--- config.mk ---
export PLATFORM = sky130hd
export DESIGN_NAME = smag_mult_seq
export DESIGN_NICKNAME = d
export VERILOG_FILES = /design/src/rtl/smag_mult_seq.sv
export SDC_FILE = /design/constraint.sdc
export NUM_CORES = 1
export LEC_CHECK = 0
export ABC_AREA = 1
export BUFFER_PORTS_ARGS = -buffer_cell sky130_fd_sc_hd__buf_4
export CELL_PAD_IN_SITES_DETAIL_PLACEMENT = 0
export CELL_PAD_IN_SITES_GLOBAL_PLACEMENT = 1
export CORE_ASPECT_RATIO = 2
export CORE_MARGIN = 2
export CORE_UTILIZATION = 42
export CTS_BUF_LIST = sky130_fd_sc_hd__clkbuf_8
export DETAILED_ROUTE_END_ITERATION = 12
export GPL_ROUTABILITY_DRIVEN = 1
export PLACE_DENSITY_LB_ADDON = 0.1
export SLEW_MARGIN = 30
export SYNTH_ARGS = -nofsm -noshare
export SYNTH_HDL_FRONTEND = slang
export SYNTH_SLANG_ARGS = --single-unit
--- constraint.sdc ---
create_clock -name clk_i -period 2.4 [get_ports clk_i]
set_input_delay 0.12 -clock clk_i [delete_from_list [all_inputs] [get_ports clk_i]]
set_output_delay 0.12 -clock clk_i [all_outputs]
set_load 0.03 [all_outputs]
--- src/rtl/smag_mult_seq.sv ---
// Sequential shift-add sign-magnitude multiplier: one multiplier bit per clock,
// busy/done handshake toward an upstream sequencer.
module smag_mult_seq #(
    parameter int MAG_W = 4
) (
    input  logic               clk_i,
    input  logic               rst_i,
    input  logic               start_i,
    input  logic [MAG_W:0]     number1_i,
    input  logic [MAG_W:0]     number2_i,
    output logic               busy_o,
    output logic               done_o,
    output logic [2*MAG_W:0]   mult_o
);

    localparam int CNT_W = (MAG_W > 1) ? $clog2(MAG_W) : 1;
    localparam logic [CNT_W-1:0] CNT_LAST = CNT_W'(MAG_W - 1);

    typedef enum logic [1:0] {
        S_IDLE,
        S_RUN,
        S_FIN
    } state_t;

    state_t             r_state;
    state_t             w_state_nxt;
    logic [MAG_W-1:0]   r_mcand;
    logic [MAG_W-1:0]   r_mplier;
    logic               r_sign;
    logic [2*MAG_W-1:0] r_acc;
    logic [CNT_W-1:0]   r_cnt;
    logic               r_done;
    logic [2*MAG_W:0]   r_mult;
    logic [2*MAG_W-1:0] w_addend;
    logic               w_sign_out;

    always_ff @(posedge clk_i) begin
        if (rst_i) begin
            r_state <= S_IDLE;
        end else begin
            r_state <= w_state_nxt;
        end
    end

    always_comb begin
        w_state_nxt = r_state;
        case (r_state)
            S_IDLE:  if (start_i) w_state_nxt = S_RUN;
            S_RUN:   if (r_cnt == CNT_LAST) w_state_nxt = S_FIN;
            S_FIN:   w_state_nxt = S_IDLE;
            default: w_state_nxt = S_IDLE;
        endcase
    end

    assign w_addend   = {{MAG_W{1'b0}}, r_mcand} << r_cnt;
    // A zero magnitude is always reported as positive zero.
    assign w_sign_out = r_sign & (|r_acc);

    always_ff @(posedge clk_i) begin
        if (rst_i) begin
            r_mcand  <= '0;
            r_mplier <= '0;
            r_sign   <= 1'b0;
            r_acc    <= '0;
            r_cnt    <= '0;
            r_done   <= 1'b0;
            r_mult   <= '0;
        end else begin
            r_done <= 1'b0;
            case (r_state)
                S_IDLE: begin
                    if (start_i) begin
                        r_mcand  <= number1_i[MAG_W-1:0];
                        r_mplier <= number2_i[MAG_W-1:0];
                        r_sign   <= number1_i[MAG_W] ^ number2_i[MAG_W];
                        r_acc    <= '0;
                        r_cnt    <= '0;
                    end
                end
                S_RUN: begin
                    if (r_mplier[0]) r_acc <= r_acc + w_addend;
                    r_mplier <= r_mplier >> 1;
                    r_cnt    <= r_cnt + CNT_W'(1);
                end
                S_FIN: begin
                    r_mult <= {w_sign_out, r_acc};
                    r_done <= 1'b1;
                end
                default: ;
            endcase
        end
    end

    assign busy_o = (r_state == S_RUN) || (r_state == S_FIN);
    assign done_o = r_done;
    assign mult_o = r_mult;

endmodule

==> qor_table.md, run 1 <==
| Item | This run | Unit |
|---|---|---|
| Number of routed nets with antenna violations | 0 | - |
| Final period demand of the worst path | 2080 | ps |
| Final number of max-transition violations | 0 | - |
| Number of synthesized register bits | 31 | - |
| XOR/XNOR share of the synthesized area | 0.535 | % |
| CTS tree | yes | - |
| Max Freq | 482 | MHz |
| Worst slack, placed | 317 | ps |
| Proportion of layout cells with a drive suffix above 1 | 15.2 | % |
| Worst Hold Class | input port to flop | - |
| Critical Path End | r_acc[4] | - |
| Die W | 48.1 | um |
| Post-layout net count | 274 | - |
| Total nets after synthesis | 248 | - |
| Count of hold-fix buffers inserted at cts | 0 | - |
| Number of distinct library cell variants in the gate-level netlist after synthesis | 26 | - |
| Synth Area in Compound Gates | 16.4 | % |
| Fin crit share | 86.5 | % |
| Depth of the worst register-to-register path | 9 | - |
| Final setup fails | 0 | - |
| Min setup slack post-route | 325 | ps |
| Count of cells along the worst hold path | 3 | - |
| Count of mapped cells out of synthesis | 223 | - |
| Area fraction of the dominant cell type after synthesis | 37.9 | % |
| Crit path launch | r_cnt[0] | - |
| Startpoint Class | flop | - |
| Data arrival, critical path | 2250 | ps |
| Most instantiated flip-flop cell in the synthesis netlist | sky130_fd_sc_hd__dfxtp_1 | - |
| Placed cell areas | 1850 | um^2 |
| Avg Vias per Cell | 4.91 | - |
| Total grt overflow | 0 | - |
| Cell type with the largest total area after synthesis | sky130_fd_sc_hd__dfxtp_1 | - |
| Startpoint-to-endpoint class of the critical path | flop to flop | - |
| Count of fill cells added during filler insertion | 415 | - |
| Total I/O pin count | 24 | - |
| Clock network latency to the later pin of the worst-skew pair | 280 | ps |
| Worst-case vdd ir drop | 0.484 | mV |
| Count of synthesis-stage warnings from yosys | 0 | - |
| WP data required | 2570 | ps |
| Main combinational cell family by area after synthesis | simple AND/OR/NAND/NOR gates | - |
| Mean routed wirelength per cell | 12.9 | um |
| Max-Slew Margin vs Limit | 71.8 | % |
| TritonRoute pass-1 iters | 4 | - |
| Routability congestion estimate | 0.845 | - |
| Tot GR Track Use | 20.9 | % |
| Setup skew after layout | 11.2 | ps |
| Clock transition time at the flip-flop clock pins of the worst setup and hold paths | 70 | ps |
| Number of buffers created by CTS | 5 | - |
| CTS Sinks | 31 | - |
| Share of synthesized area occupied by flip-flops and latches | 37.9 | % |
| Highest net fanout along the worst path | 9 | - |
| Status | finished, final reports clean | - |
| Total vias in the final route | 1,478 | - |
| Clock tree root buffer cell | sky130_fd_sc_hd__clkbuf_8 | - |
| Area Growth Syn to Fin | 18.3 | % |
| Post-CTS Repair Setup Buffers | 0 | - |
| Vertical die dimension | 92.3 | um |
| Core box area | 3800 | um^2 |
| Average size of a mapped cell | 7.34 | um^2 |
| Most used standard cells in the synthesized netlist | 44 x sky130_fd_sc_hd__nand2_1, 31 x sky130_fd_sc_hd__dfxtp_1, 31 x sky130_fd_sc_hd__nor2_1 | - |
| Share of synthesized cell area in and, or, nand and nor gates | 27.6 | % |
| Die area | 4440 | um^2 |
| Async S/R FF share, synth | 0 | % |
| Detailed Place HPWL | 2.99 | mm |
| Row count | 32 | - |
| Antenna diode count | 0 | - |
| Maximum number of pins on one net before global-route repair | 19 | - |
| Cell with the most instances after synthesis | sky130_fd_sc_hd__nand2_1 | - |
| Post-cts repair resize count | 0 | - |
| Measured slew at the worst slew-check pin | 423 | ps |
| DRT Wirelength | 3.88 | mm |
| Hold Vio Cnt, Final | 0 | - |
| Critical R2R Launch | r_cnt[0] | - |
| Power per standard cell area | 682 | nW/um^2 |
| Initial core utilization | 43.0 | % |
| Final instance area | 1940 | um^2 |
| Maximum number of buffers from clock root to sink | 2 | - |
| Cell area after technology mapping | 1640 | um^2 |
| Most area-consuming cells after synthesis | sky130_fd_sc_hd__dfxtp_1 38%, sky130_fd_sc_hd__nand2_1 10%, sky130_fd_sc_hd__ha_1 8.4%, sky130_fd_sc_hd__nor2_1 7.1%, sky130_fd_sc_hd__o21ai_0 6.7% | - |
| Port-buffer cells | 23 | - |
| LEAKAGE | 0.921 | nW |
| Mux cell area share after synthesis | 1.22 | % |
| Residual DRC | 0 | - |
| Wire length of the first global-routing pass | 6.62 | mm |
| MaxCap Viol Count | 0 | - |
| First DRT Iteration DRCs | 23 | - |
| Sort of element at the end of the critical path | flop | - |
| Reg-to-reg slack, setup | 320 | ps |
| CTS H-tree lvls | 2 | - |
| Terminus of the critical flop-to-flop path | r_acc[4] | - |
| Share of synthesized cell area in full adder, half adder and majority cells | 9.63 | % |
| Unrepaired setup endpoints after global routing | no | - |
| Total Neg Setup Slack | 0 | ps |
| Number of enable flip-flop cells after synthesis | 0 | - |
| Number of antenna violations at the first check in global routing | 0 | - |
| Vias in the first global route | 1,499 | - |
==> metrics by stage <==
| step | std cells | hold slack [ps] | power [W] | utilization (%) |
|---|---|---|---|---|
| detailed placement | 293 | 386 | 0.000953 | 48.8 |
| global placement | 293 | 380 | 0.000954 | 48.8 |
| CTS | 301 | 91.9 | 0.00134 | 50.9 |
| floorplan | 223 | 198 | 0.000847 | - |
| global route | 301 | 112 | 0.00141 | 50.9 |
| finish | 301 | 97.1 | 0.00132 | 50.9 |
==> state kept, by name (all words and copies together) (netlist names) <==
register  flops
r_mcand       4
r_mplier      4
r_acc         8
r_sign        1
r_cnt         2
mult_o        9
r_state       2
done_o        1
==> power breakdown <==
part	switching, W	leakage, nW	internal [W]
Combinational	0.000221	0.618	0.000122
Clock	0.000186	0.0505	0.000194
Sequential	0.0000333	0.253	0.000562
Total	0.000441	0.921	0.000878
==> critical path, stage by stage, from the launching register on <==
cell,delay (ps)
sky130_fd_sc_hd__dfxtp_1,500
sky130_fd_sc_hd__inv_1,130
sky130_fd_sc_hd__o21ai_0,220
sky130_fd_sc_hd__nor2_1,110
sky130_fd_sc_hd__fa_1,440
sky130_fd_sc_hd__nand3_1,90
sky130_fd_sc_hd__nand3_1,80
sky130_fd_sc_hd__or2_2,280
sky130_fd_sc_hd__nand3_1,80
sky130_fd_sc_hd__a21oi_1,50
==> worst min-delay path by stage <==
stage | to | start | slack (ps)
final | r_mcand[3] | number1_i[3] | 100
after global routing | r_mcand[3] | number1_i[3] | 110
after CTS | r_mcand[3] | number1_i[3] | 90
after detailed placement | r_mcand[3] | number1_i[3] | 390
after global placement | r_mcand[3] | number1_i[3] | 380
after floorplan | r_cnt[0] | rst_i | 200
==> metal layers <==
metal | share of wire, % | global-route usage (%)
met5 | 0 | 0
met4 | 2.7 | 8.78
met3 | 2.4 | 4.53
met2 | 56 | 36.7
met1 | 39 | 21.7
==> placed cells by master, fill, tap and decap left out, types with 2 or more instances in the layout <==
master / n
sky130_fd_sc_hd__ha_1: 11
sky130_fd_sc_hd__buf_4: 24
sky130_fd_sc_hd__nand3_1: 20
sky130_fd_sc_hd__o21ai_4: 2
sky130_fd_sc_hd__mux2i_1: 2
sky130_fd_sc_hd__a21oi_1: 19
sky130_fd_sc_hd__inv_1: 20
sky130_fd_sc_hd__clkbuf_8: 5
sky130_fd_sc_hd__dfxtp_1: 31
sky130_fd_sc_hd__nor4_1: 2
sky130_fd_sc_hd__nor2_1: 31
sky130_fd_sc_hd__or2_2: 2
sky130_fd_sc_hd__nand2_1: 44
sky130_fd_sc_hd__a31oi_1: 3
sky130_fd_sc_hd__o21ai_0: 22
==> kinds of logic (layout without fill, tap and decap cells) <==
family | Yosys count | after routing
compound gates | 48 | 48
xor+xnor | 1 | 1
fa+ha+maj | 12 | 12
buf+inv | 25 | 52
flops | 31 | 31
mux | 2 | 2
simple gates | 104 | 104
==> final cells by class <==
type	count	area [um^2]	area share, %
clock buffers	5	68.8	3.56
well taps	51	63.8	3.30
clock inverters	3	12.5	0.646
inverters	20	82.6	4.27
multi-input cells	167	907	46.9
flip-flops and latches	31	621	32.1
repair buffers	24	180	9.31
(Power assumes the default switching activity.)
==> run 2: changes to the inputs <==
--- a/config.mk
+++ b/config.mk
@@ -11,7 +11,7 @@
 export CELL_PAD_IN_SITES_GLOBAL_PLACEMENT = 1
 export CORE_ASPECT_RATIO = 2
 export CORE_MARGIN = 2
-export CORE_UTILIZATION = 42
+export CORE_UTILIZATION = 40
 export CTS_BUF_LIST = sky130_fd_sc_hd__clkbuf_8
 export DETAILED_ROUTE_END_ITERATION = 12
 export GPL_ROUTABILITY_DRIVEN = 1
==> run 2 against run 1 <==
  * Combinational power is essentially flat
  * Via count grew 0.47%
  * Routed wire length shrank 1.8%
  * Core utilization shrank 0.86 points
  * Sequential share of layout area shrank 0.12 points
  * Power shrank 0.43%
  * Die area grew 4.7%
  * First-iteration DRC count shrank 4.3%
  * Non-clock buffer count grew 1
  * Clock-buffer cell count is the same
==> qor_table.md, run 2 (synthesis gave the netlist of run 1 again) <==
| Item | This run | Unit |
|---|---|---|
| Die W | 49.2 | um |
| Clock transition time at the flip-flop clock pins of the worst setup and hold paths | 60 | ps |
| Number of buffers created by CTS | 5 | - |
| Vias in the first global route | 1,492 | - |
| Tot GR Track Use | 18.5 | % |
| Critical R2R Launch | r_cnt[0] | - |
| Data arrival, critical path | 2220 | ps |
| Post-layout net count | 275 | - |
| Proportion of layout cells with a drive suffix above 1 | 15.5 | % |
| Measured slew at the worst slew-check pin | 443 | ps |
| Post-cts repair resize count | 0 | - |
| Worst Hold Class | input port to flop | - |
| CTS tree | yes | - |
| Total grt overflow | 0 | - |
| Core box area | 3880 | um^2 |
| Max Freq | 486 | MHz |
| Avg Vias per Cell | 4.92 | - |
| Total I/O pin count | 24 | - |
| Final period demand of the worst path | 2060 | ps |
| WP data required | 2560 | ps |
| Final number of max-transition violations | 0 | - |
| Most used cells in the layout excluding fill and tap cells | 44 x sky130_fd_sc_hd__nand2_1, 31 x sky130_fd_sc_hd__nor2_1, 31 x sky130_fd_sc_hd__dfxtp_1 | - |
| Start point of the worst hold path | number1_i[3] | - |
| Highest net fanout along the worst path | 9 | - |
| Post-CTS Repair Setup Buffers | 0 | - |
| Initial core utilization | 42.1 | % |
| Residual DRC | 0 | - |
| Maximum number of buffers from clock root to sink | 2 | - |
| Area Growth Syn to Fin | 18.7 | % |
| Vertical die dimension | 94.5 | um |
| Clock tree root buffer cell | sky130_fd_sc_hd__clkbuf_8 | - |
| Power per standard cell area | 676 | nW/um^2 |
| Hold Vio Cnt, Final | 0 | - |
| Worst-case vdd ir drop | 0.454 | mV |
| Maximum number of pins on one net before global-route repair | 19 | - |
| Number of routed nets with antenna violations | 0 | - |
| Die area | 4650 | um^2 |
| Routability congestion estimate | 0.724 | - |
| Final setup fails | 0 | - |
| TritonRoute pass-1 iters | 4 | - |
| Count of hold-fix buffers inserted at cts | 0 | - |
| Number of antenna violations at the first check in global routing | 0 | - |
| Clock network latency to the later pin of the worst-skew pair | 280 | ps |
| Mean routed wirelength per cell | 12.6 | um |
| Startpoint-to-endpoint class of the critical path | flop to flop | - |
| First DRT Iteration DRCs | 22 | - |
| CTS H-tree lvls | 2 | - |
| Row count | 32 | - |
| Max-Slew Margin vs Limit | 70.5 | % |
| Fin crit share | 85.7 | % |
| LEAKAGE | 0.927 | nW |
| Most frequent standard cell in the layout excluding fill and tap cells | sky130_fd_sc_hd__nand2_1 | - |
| Startpoint Class | flop | - |
| MaxCap Viol Count | 0 | - |
| Crit path launch | r_cnt[0] | - |
| Wire length of the first global-routing pass | 6.59 | mm |
| Total vias in the final route | 1,485 | - |
| CTS Sinks | 31 | - |
| Unrepaired setup endpoints after global routing | no | - |
| Setup skew after layout | 4.54 | ps |
| Sort of element at the end of the critical path | flop | - |
| Total Neg Setup Slack | 0 | ps |
| DRT Wirelength | 3.81 | mm |
| Worst slack, placed | 332 | ps |
| Port-buffer cells | 23 | - |
| Status | finished, final reports clean | - |
| Flip-flop count of the largest register after layout | 9 | - |
| Antenna diode count | 0 | - |
| Detailed Place HPWL | 3.00 | mm |
| Min setup slack post-route | 344 | ps |
-- run 2: changes by cell type in the layout (fill, tap and decap cells not counted) --
| cell | delta |
|---|---|
| sky130_fd_sc_hd__buf_4 | +1 |
-- run 2: path summary, 6_finish.rpt --
| check | to | slack (ps) | cells past startpoint |
|---|---|---|---|
| worst min-delay path | r_mcand[3] | 90 | 3 |
| worst min register to register | mult_o[8] | 470 | 2 |
| worst max-delay path | r_acc[4] | 340 | 9 |
| worst max register to register | r_acc[4] | 340 | 9 |
-- run 2: final cells by class --
type / instances / area (um^2)
fill: 434 / 1940
tap: 51 / 63.8
clock buffer: 5 / 68.8
multi-input combinational: 167 / 907
clock inverter: 3 / 12.5
sequential: 31 / 621
timing repair buffer: 25 / 188
inverter: 20 / 82.6
-- run 2: per-stage QoR --
step           cell area, um^2  total power [W]  utilization (%)  hold WS [ps]  std cells
3_5_place_dp              1860         0.000950             47.9           380        294
4_1_cts                   1940          0.00134             50.0          84.3        302
6_report                  1940          0.00131             50.0          94.5        302
5_1_grt                   1940          0.00140             50.0           115        302
3_3_place_gp              1860         0.000951             47.9           375        294
2_1_floorplan             1640         0.000847                -           198        223
-- run 2: per-layer routing --
metal / GRT usage [%] / part of all wire, % / vias up
li1: - / - / 786
met1: 19.2 / 41 / 672
met2: 35.6 / 55 / 22
met3: 2.53 / 1.7 / 5
met4: 8.57 / 2.0 / 0
met5: 0 / 0 / -
-- run 2: critical path: stages (launching register included) --
cell and delay (ps):
sky130_fd_sc_hd__dfxtp_1 480, sky130_fd_sc_hd__inv_1 120, sky130_fd_sc_hd__o21ai_0 210, sky130_fd_sc_hd__nor2_1 110, sky130_fd_sc_hd__fa_1 440, sky130_fd_sc_hd__nand3_1 90, sky130_fd_sc_hd__nand3_1 80, sky130_fd_sc_hd__or2_2 270
sky130_fd_sc_hd__nand3_1 80, sky130_fd_sc_hd__a21oi_1 60
-- run 2: report_power, final --
group	internal [W]	total, W	switching (W)
registers	0.000562	0.000594	0.0000318
clock network	0.000194	0.000377	0.000183
logic	0.000123	0.000343	0.000220
